`src/rtl/multicycle_ctrl.sv`:
```
// Control FSM for the multicycle CPU datapath: sequences FETCH/DECODE/EXEC/WB,
// drives registered datapath strobes and counts retired instructions.
module multicycle_ctrl #(
    parameter int INSTR_W = 16,
    parameter int CNT_W   = 16
) (
    input  logic               clk,
    input  logic               rst,
    input  logic               start,
    input  logic               stop,
    input  logic               mem_ready,
    input  logic [INSTR_W-1:0] instr,
    output logic               mem_req,
    output logic               ir_load,
    output logic               pc_inc,
    output logic               a_load,
    output logic               b_load,
    output logic [2:0]         rf_raddr_a,
    output logic [2:0]         rf_raddr_b,
    output logic [2:0]         alu_op,
    output logic               alu_r_load,
    output logic               rf_we,
    output logic [2:0]         rf_waddr,
    output logic               halted,
    output logic [CNT_W-1:0]   retired
);

    typedef enum logic [2:0] {IDLE, FETCH, DECODE, EXEC, WB, HALT} state_t;

    localparam logic [2:0] OP_HALT = 3'b111;

    state_t           state_q;
    logic             stopSeen_q;
    logic             haltPend_q;
    logic             memReq_q;
    logic             irLoad_q;
    logic             pcInc_q;
    logic             aLoad_q;
    logic             bLoad_q;
    logic             aluRLoad_q;
    logic             rfWe_q;
    logic             halted_q;
    logic [2:0]       aluOp_q;
    logic [2:0]       rAddrA_q;
    logic [2:0]       rAddrB_q;
    logic [2:0]       wAddr_q;
    logic [CNT_W-1:0] retired_q;

    logic [2:0] opField;
    logic [2:0] rdField;
    logic [2:0] rsField;
    logic [2:0] rtField;
    logic       unusedInstrBits;

    assign opField         = instr[INSTR_W-1  -: 3];
    assign rdField         = instr[INSTR_W-4  -: 3];
    assign rsField         = instr[INSTR_W-7  -: 3];
    assign rtField         = instr[INSTR_W-10 -: 3];
    assign unusedInstrBits = ^instr[INSTR_W-11:0];

    // Strobes are computed on the edge that enters a state, so each pulse lines
    // up with the cycle the state register holds that state.
    always_ff @(posedge clk) begin
        if (rst) begin
            state_q    <= IDLE;
            stopSeen_q <= 1'b0;
            haltPend_q <= 1'b0;
            memReq_q   <= 1'b0;
            irLoad_q   <= 1'b0;
            pcInc_q    <= 1'b0;
            aLoad_q    <= 1'b0;
            bLoad_q    <= 1'b0;
            aluRLoad_q <= 1'b0;
            rfWe_q     <= 1'b0;
            halted_q   <= 1'b0;
            aluOp_q    <= 3'b000;
            rAddrA_q   <= 3'b000;
            rAddrB_q   <= 3'b000;
            wAddr_q    <= 3'b000;
            retired_q  <= '0;
        end else begin
            memReq_q   <= 1'b0;
            irLoad_q   <= 1'b0;
            pcInc_q    <= 1'b0;
            aLoad_q    <= 1'b0;
            bLoad_q    <= 1'b0;
            aluRLoad_q <= 1'b0;
            rfWe_q     <= 1'b0;

            if (stop && state_q != IDLE && state_q != HALT) begin
                stopSeen_q <= 1'b1;
            end

            case (state_q)
                IDLE: begin
                    if (start) begin
                        state_q  <= FETCH;
                        memReq_q <= 1'b1;
                    end
                end
                FETCH: begin
                    if (mem_ready) begin
                        state_q    <= DECODE;
                        irLoad_q   <= 1'b1;
                        pcInc_q    <= 1'b1;
                        haltPend_q <= (opField == OP_HALT);
                        // HALT is never forwarded: operand/ALU fields keep the last real op.
                        if (opField != OP_HALT) begin
                            aLoad_q  <= 1'b1;
                            bLoad_q  <= 1'b1;
                            aluOp_q  <= opField;
                            rAddrA_q <= rsField;
                            rAddrB_q <= rtField;
                            wAddr_q  <= rdField;
                        end
                    end else begin
                        memReq_q <= 1'b1;
                    end
                end
                DECODE: begin
                    if (haltPend_q) begin
                        state_q  <= HALT;
                        halted_q <= 1'b1;
                    end else begin
                        state_q    <= EXEC;
                        aluRLoad_q <= 1'b1;
                    end
                end
                EXEC: begin
                    state_q   <= WB;
                    rfWe_q    <= 1'b1;
                    retired_q <= retired_q + 1'b1;
                end
                WB: begin
                    if (stopSeen_q || stop) begin
                        state_q    <= IDLE;
                        stopSeen_q <= 1'b0;
                    end else begin
                        state_q  <= FETCH;
                        memReq_q <= 1'b1;
                    end
                end
                HALT: begin
                    halted_q <= 1'b1;
                end
                default: begin
                    state_q <= IDLE;
                end
            endcase
        end
    end

    assign mem_req    = memReq_q;
    assign ir_load    = irLoad_q;
    assign pc_inc     = pcInc_q;
    assign a_load     = aLoad_q;
    assign b_load     = bLoad_q;
    assign rf_raddr_a = rAddrA_q;
    assign rf_raddr_b = rAddrB_q;
    assign alu_op     = aluOp_q;
    assign alu_r_load = aluRLoad_q;
    assign rf_we      = rfWe_q;
    assign rf_waddr   = wAddr_q;
    assign halted     = halted_q;
    assign retired    = retired_q;

endmodule

```
`config.mk`:
```
export PLATFORM = sky130hd
export DESIGN_NAME = multicycle_ctrl
export DESIGN_NICKNAME = d
export VERILOG_FILES = /design/src/rtl/multicycle_ctrl.sv
export SDC_FILE = /design/constraint.sdc
export NUM_CORES = 1
export LEC_CHECK = 0
export CELL_PAD_IN_SITES_DETAIL_PLACEMENT = 1
export CELL_PAD_IN_SITES_GLOBAL_PLACEMENT = 2
export CORE_MARGIN = 3
export CORE_UTILIZATION = 25
export CTS_CLUSTER_DIAMETER = 150
export DETAILED_ROUTE_END_ITERATION = 6
export PLACE_DENSITY_LB_ADDON = 0.3
export RECOVER_POWER = 50
export REMOVE_ABC_BUFFERS = 1
export SLEW_MARGIN = 20
export SYNTH_ARGS = -nofsm -noshare
export SYNTH_HDL_FRONTEND = slang
export SYNTH_SLANG_ARGS = --single-unit
```
`constraint.sdc`:
```
create_clock -name clk -period 2 [get_ports clk]
set_clock_uncertainty 0.2 [all_clocks]
set_input_delay 0.4 -clock clk [delete_from_list [all_inputs] [get_ports clk]]
set_output_delay 0.4 -clock clk [all_outputs]
set_load 0.02 [all_outputs]
```
# Word-level counts from Yosys, hierarchy flattened
# Cells that the tools add are included.
# totals
register_bits,39
in_bits,21
output_inout_bits,36
elab_cells,61
# op_classes
addsub,1
n_eq_ne,11
n_mux,18
bitwise,4
reduce_logical,13
# op_table
cell,n
case mux 3 bit (6 select lines),1
adder 16 x 1 -> 16 bit (second input constant),1
two-way mux 1 bit,12
equality test 3 bit (second input constant),3
two-way mux 3 bit,3
equality test 3 x 2 -> 1 bit (second input constant),2
!= test 2 bit (second input constant),3
!= test 3 bit (second input constant),2
AND reduction 3 bit,2
NOT 1 bit,4
AND reduction 2 bit,2
OR reduction 2 bit,2
equality test 3 x 1 -> 1 bit (second input constant),1
zero test 3 bit,1
case mux 1 bit (3 select lines),1
nonzero test 3 bit,1
OR reduction 3 bit,1
logical AND 1 bit,2
case mux 1 bit (2 select lines),1
nonzero test 2 bit,1
logical OR 1 bit,1

# Longest topological paths before layout
# Gate-level depths: netlist of run 1.
# logic_depth
word_depth,6
depth_mapped,5
mapped_depth_nobuf,5

# Worst setup path before layout of run 1
# OpenSTA, ideal clock, no wires.
# synth_timing
path_kind,reg2reg
startpoint,reg retired_q[2] (netlist: retired[2])
endpoint,reg retired_q[15] (netlist: retired[15])
setup_ns,0.070
arrival_time_ns,1.688
required_time_ns,1.730
slack_ns,0.041
path_stages_with_launch,5
path_buffers,0
synth_period_minus_slack_ns,1.959
path_cell_list,dfxtp_1 > nand4_2 > or4_4 > or3_1 > a21oi_1
# synth_between
elab_chain_cells,1
# synth_rtl
element,line,source
from (decl),47,logic [CNT_W-1:0] retired_q;
from (signal assigned),132,retired_q <= retired_q + 1'b1;
adder 16 x 1 -> 16 bit,132,
# Every way passes these cells.
# A chain may end at the register's enable or synchronous reset.

# Final worst setup path of run 1
# layout_timing
startpoint,reg retired_q[9] (netlist: retired[9])
endpoint,out retired[9]
# layout_rtl
element,line,source
to (decl),25,output logic [CNT_W-1:0] retired
# No word-level cell between the ends.

==> summary.md, run 1 <==
| Metric | Value |
|---|---|
| Status | complete, no violations |
| Routed WL | slightly above 4000 microns |
| Hold Path Class | flop to flop |
| Met2 WL post-DR | a little over 2000 microns |
| Final-report setup violation count | 0 |
| Largest net degree at the start of global routing | 14 |
| Asr flop ratio synth | 0% |
| Fin crit period | around 1900 ps |
| Die Area | 0.00716 sq mm |
| Met1 WL | roughly 1900 microns |
| PwrDens | 667 mW/mm^2 |
| Setup Buffers After CTS | 0 |
| Layout cells sized above 1 | between 10 and 15% |
| Mapped Area | 0.00155 sq mm |
| DR vias/cell | between 4 and 5 |
| WL/cell | approximately 13 microns |
| Slew Limit Headroom | about 70% |
| Setup TNS | 0 ps |
| Number of max-cap violations | 0 |
| Crit path arrival time | 1320 ps |
| #FFs+latches synth | 39 |
| CTS tree | done |
| Worst path slowest cell | clkdlybuf4s50_1 |
| Register area share after synthesis | approximately half |
| Total Nets Final | around 260 |
| Initial antenna violation count | 0 |
| Via count | around 1500 |
| HPWL after DPL | between 3000 and 4000 microns |
| Vias in the first global route | ~1500 |
| FMAX | 521 MHz |
| Total CTS buffers | 5 |
| Area Growth Syn to Fin | 49.5% |
| Setup Crit Path Kind | flop to primary output |
| Total gr overflow | 0 |
| Cell row count | 28 |
| Ant. Diodes | 0 |
| First-pass GRT wire length | between 6000 and 7000 microns |
| Worst path max stage delay | 630 ps |
| Core Area | 0.00596 sq mm |
| Max-slew violations | 0 |
| DR WL met3 | between 150 and 200 microns |
| Placed Instances | around 310 |
| 1st-pass router iterations | 2 |
| Initial Utilization | between 20% and 30% |
| Commonest register cell after synthesis | dfxtp_1 |
| Max Used Layer | met4 |
| H-tree levels | 2 |
| Die height | around 85 microns |
| Clock root cell | clkbuf_8 |
| Worst EP required | 1400 ps |
| Clk buf depth | 2 |
| Final core occ | about two fifths |
| Synth unique cells | 36 |
| Chip width | about 85 microns |
| GRT Total Usage | 11.8% |
| Post-synth EDFFs | 0 |
| Final hold vios | 0 |
| Clock Latency Late Sink | between 200 and 300 ps |
| CP max FO | 4 |
| Commonest non-fill, non-tap cells in the layout | dfxtp_1, clkdlybuf4s50_1, nor2_1, buf_4, clkbuf_1 |
| Hold slack | 288 ps |
| Final cycle utilization of the critical path | between 90 and 100% |
| Lkg Pwr | 0.852 nW |
| Commonest non-fill, non-tap cell in the layout | dfxtp_1 |
| CTS clk-pin slew, worst paths | 70 ps |
| RSZ-0062 raised after global routing | no |
| Drt drc | 0 |
| Peak supply drop | around 0.22 mV |
| Crit path buf inv count | 1 |
| Final RePlAce weighted congestion | ~0.72 |
| Routed Antenna Nets | 0 |
| Post-synthesis cell count | 168 |
| CP Launch Type | flop |
| Worst path cell trace | clkdlybuf4s50_1 |
| CP endpoint kind | primary output |
| Buffers on Ports | 52 |
| Worst-margin pin slew | ~450 ps |
| Top Ports | between 50 and 60 |
| Final cell count without fillers | roughly 320 |
| Post-layout power | 1.54 mW |
| Avg Inst Size Synth | just over 9 sq um |
| Initial DRC count | 38 |
| Syn. warnings | 0 |
| Delay-heaviest family, CP | buffers and inverters |
| # clock sinks | 39 |
logic make-up after synthesis:
| kind of cell | after synthesis | synth area share [%] |
|---|---|---|
| compound gates | 33 | 14.0 |
| mux | 1 | 0.648 |
| simple gates | 69 | 24.1 |
| flops | 39 | 50.5 |
| fa+ha+maj | 1 | 0.810 |
| buf+inv | 15 | 4.21 |
| xor+xnor | 10 | 5.67 |
worst register-to-register path, stage by stage (launching register included):
cell and delay (ps):
dfxtp_1 420, nand4_2 130, or4_4 570, or3_1 360, a21oi_1 140
stage by stage:
stage	setup WS (ps)	area (sq um)
floorplan	-159	1500
global placement	-96.9	2300
detailed placement	-115	2300
CTS	12.2	2380
global route	11.2	2310
finish	82.0	2310
cells in the mapped netlist, types with 2 or more instances:
library cell	count	area share [%]
nand4_2	2	1.6
clkbuf_1	6	1.5
buf_1	2	0.49
buf_4	2	0.97
nor4_1	4	1.6
nand4b_1	2	1.1
xor2_1	3	1.7
dfxtp_1	39	51
or3_1	4	1.6
nand3_1	4	1.3
xnor2_1	7	4.0
a22o_1	10	5.7
a21oi_1	11	3.6
nand3b_1	3	1.5
o21ai_0	7	2.3
nand2b_1	2	0.81
inv_1	4	0.97
nand2_1	13	3.2
nor2_1	17	4.1
nor3_1	10	3.2
area by class of cell:
class                   count  area, sq um
repair buffers             77          639
multi-input cells         114          699
fillers                   738         3650
flip-flops and latches     39          781
clock inverters             1         5.00
clock buffers               7         76.3
well taps                  75         93.8
inverters                   4         15.0
flip-flops by register name, summed over array words and instances, names as in the netlist, 3 cells and up:
register	flops
state_q	3
rf_raddr_b	3
alu_op	3
rf_raddr_a	3
retired	16
rf_waddr	3
where the power goes:
group | internal [mW] | switching [mW]
logic | 0.104 | 0.101
registers | 0.803 | 0.0150
clock network | 0.245 | 0.273
layer usage:
| metal | vias up | track usage (%) |
|---|---|---|
| met5 | - | 0 |
| met4 | 0 | 4.75 |
| met3 | 7 | 3.63 |
| met2 | 28 | 19.6 |
| met1 | 708 | 14.1 |
| li1 | 737 | - |
path summary, 6_finish.rpt:
path / start / end / slack (ps) / cells after the start
worst max-delay path: retired[9] / retired[9] / 80 / 1
worst min-delay path: rf_waddr[2] / rf_waddr[2] / 290 / 1
worst max register to register: retired[1] / retired[15] / 110 / 4
worst min register to register: rf_waddr[2] / rf_waddr[2] / 290 / 1
what timing repair did:
action | 4_1_cts | 5_1_grt
hold buffers | 0 | 0
setup endpoints to repair | 2 | 6
endpoints found under the hold margin | 0 | 0
resized for setup | 2 | 6
(Power assumes the default switching activity.)
==> run 2, diff against run 1 <==
CORE_UTILIZATION = 26   (was 25)
CTS_BUF_LIST = sky130_fd_sc_hd__clkbuf_4 sky130_fd_sc_hd__clkbuf_8   (was not set)
==> run 2 against run 1 <==
- core utilization is 2.7 points higher
- sequential cell count is the same
- highest routed layer unchanged
- clock power is 14% higher
- largest power group unchanged
- critical path type unchanged
==> summary.md, run 2 (synthesis results as in run 1) <==
| Metric | Value |
|---|---|
| Die height | roughly 83 microns |
| HPWL after DPL | 3390 microns |
| Worst EP required | ~1400 ps |
| Routed WL | between 4000 and 5000 microns |
| Final cycle utilization of the critical path | between 90 and 100% |
| Worst path slowest cell | clkdlybuf4s50_1 |
| Clock Latency Late Sink | a little under 300 ps |
| Cell row count | 27 |
| Number of max-cap violations | 0 |
| Max-slew violations | 0 |
| Initial Utilization | a little over a quarter |
| CTS clk-pin slew, worst paths | ~70 ps |
| RSZ-0062 raised after global routing | no |
| Max reg flops | 16 |
| Multi-input gate area | about 700 sq um |
| Final hold vios | 0 |
| Status | complete, no violations |
| CP endpoint kind | primary output |
| Sequential Area | about 800 sq um |
| Top Ports | 57 |
| GRT Total Usage | roughly 14% |
| Commonest non-fill, non-tap cells in the layout | dfxtp_1, clkdlybuf4s50_1, buf_4 |
| 1st-pass router iterations | 4 |
| Cell area after layout | between 0.002 and 0.0025 sq mm |
| Final RePlAce weighted congestion | roughly 0.72 |
| Min-delay src | halted |
| Crit path arrival time | between 1000 and 1500 ps |
| Clk buf depth | 2 |
| Peak supply drop | 0.348 mV |
| Vias in the first global route | approximately 1600 |
| DR vias/cell | between 4 and 5 |
| Hold Path Class | flop to flop |
| Routed Antenna Nets | 0 |
| Die Area | roughly 0.007 sq mm |
| WL/cell | ~14 microns |
| Via count | between 1000 and 1500 |
| R2R Path Start | state_q[2] |
| Worst setup path start | retired[9] |
| Total gr overflow | 0 |
| CP Launch Type | flop |
| Total Nets Final | about 260 |
| Placed Area | 0.00229 sq mm |
| CTS tree | done |
| Hold slack | around 270 ps |
| Lkg Pwr | between 0.8 and 0.9 nW |
| Ant. Diodes | 0 |
| Hold_buf cts | 0 |
| Area Growth Syn to Fin | 51.3% |
| Worst-margin pin slew | slightly above 600 ps |
| Setup Buffers After CTS | 0 |
| H-tree levels | 2 |
| Initial antenna violation count | 0 |
| Worst path max stage delay | ~640 ps |
| Core Area | 0.00564 sq mm |
| CP max FO | 4 |
| Crit path buf inv count | 1 |
| Commonest non-fill, non-tap cell in the layout | dfxtp_1 |
| Buffers on Ports | 52 |
| Chip width | ~83 microns |
| FMAX | between 500 and 600 MHz |
| Delay-heaviest family, CP | buffers and inverters |
| Worst path cell trace | clkdlybuf4s50_1 |
| Total CTS buffers | 5 |
| Final-report setup violation count | 0 |
| PwrDens | just under 700 mW/mm^2 |
| Layout cells sized above 1 | approximately an eighth |
| Setup Crit Path Kind | flop to primary output |
| # clock sinks | 39 |
| Largest net degree at the start of global routing | 15 |
| Clock root cell | clkbuf_8 |
| Slew Limit Headroom | between 50% and 60% |
| Initial DRC count | 49 |
| Drt drc | 0 |
| Fillers | ~700 |
| Fin crit period | ~1900 ps |
| First-pass GRT wire length | 7830 microns |
run 2: routing by layer:
metal,vias to the layer above,part of all wire (%),track usage (%)
met5,-,0,0
met4,0,1.4,4.46
met2,40,50,23.4
li1,739,-,-
met3,7,5.7,4.76
met1,707,42,16.1
run 2: final timing paths:
| path | end | slack (ps) | depth (start not counted) |
|---|---|---|---|
| min reg2reg | halted | 270 | 2 |
| min | halted | 270 | 2 |
| max reg2reg | retired[12] | 150 | 5 |
| max | retired[9] | 70 | 1 |
run 2: stage by stage:
stage | setup WS (ps) | total power [mW] | instances | utilization, % | TNS (ps)
after floorplan | -159 | 0.923 | 157 | - | -1950
after global placement | -197 | 1.05 | 306 | 40.7 | -2110
final | 73.9 | 1.62 | 314 | 41.5 | 0
after detailed placement | -247 | 1.05 | 306 | 40.7 | -2470
after global routing | 14.4 | 1.72 | 314 | 41.5 | 0
after CTS | 6.56 | 1.66 | 314 | 42.4 | 0
run 2: cell type report:
type,instances,area share (%)
inverter,4,0.642
timing repair buffer,77,27.6
clock buffer,8,4.44
multi-input combinational,114,30.1
sequential,39,33.4
tap,72,3.85
run 2: timing repair:
item,CTS,global route
resized for setup,4,6
endpoints found under the setup margin,4,17
pin swaps,0,1
run 2: power breakdown:
part	internal (mW)	switching, mW
Sequential	0.803	0.0153
Combinational	0.107	0.104
Clock	0.328	0.263
Total	1.24	0.382
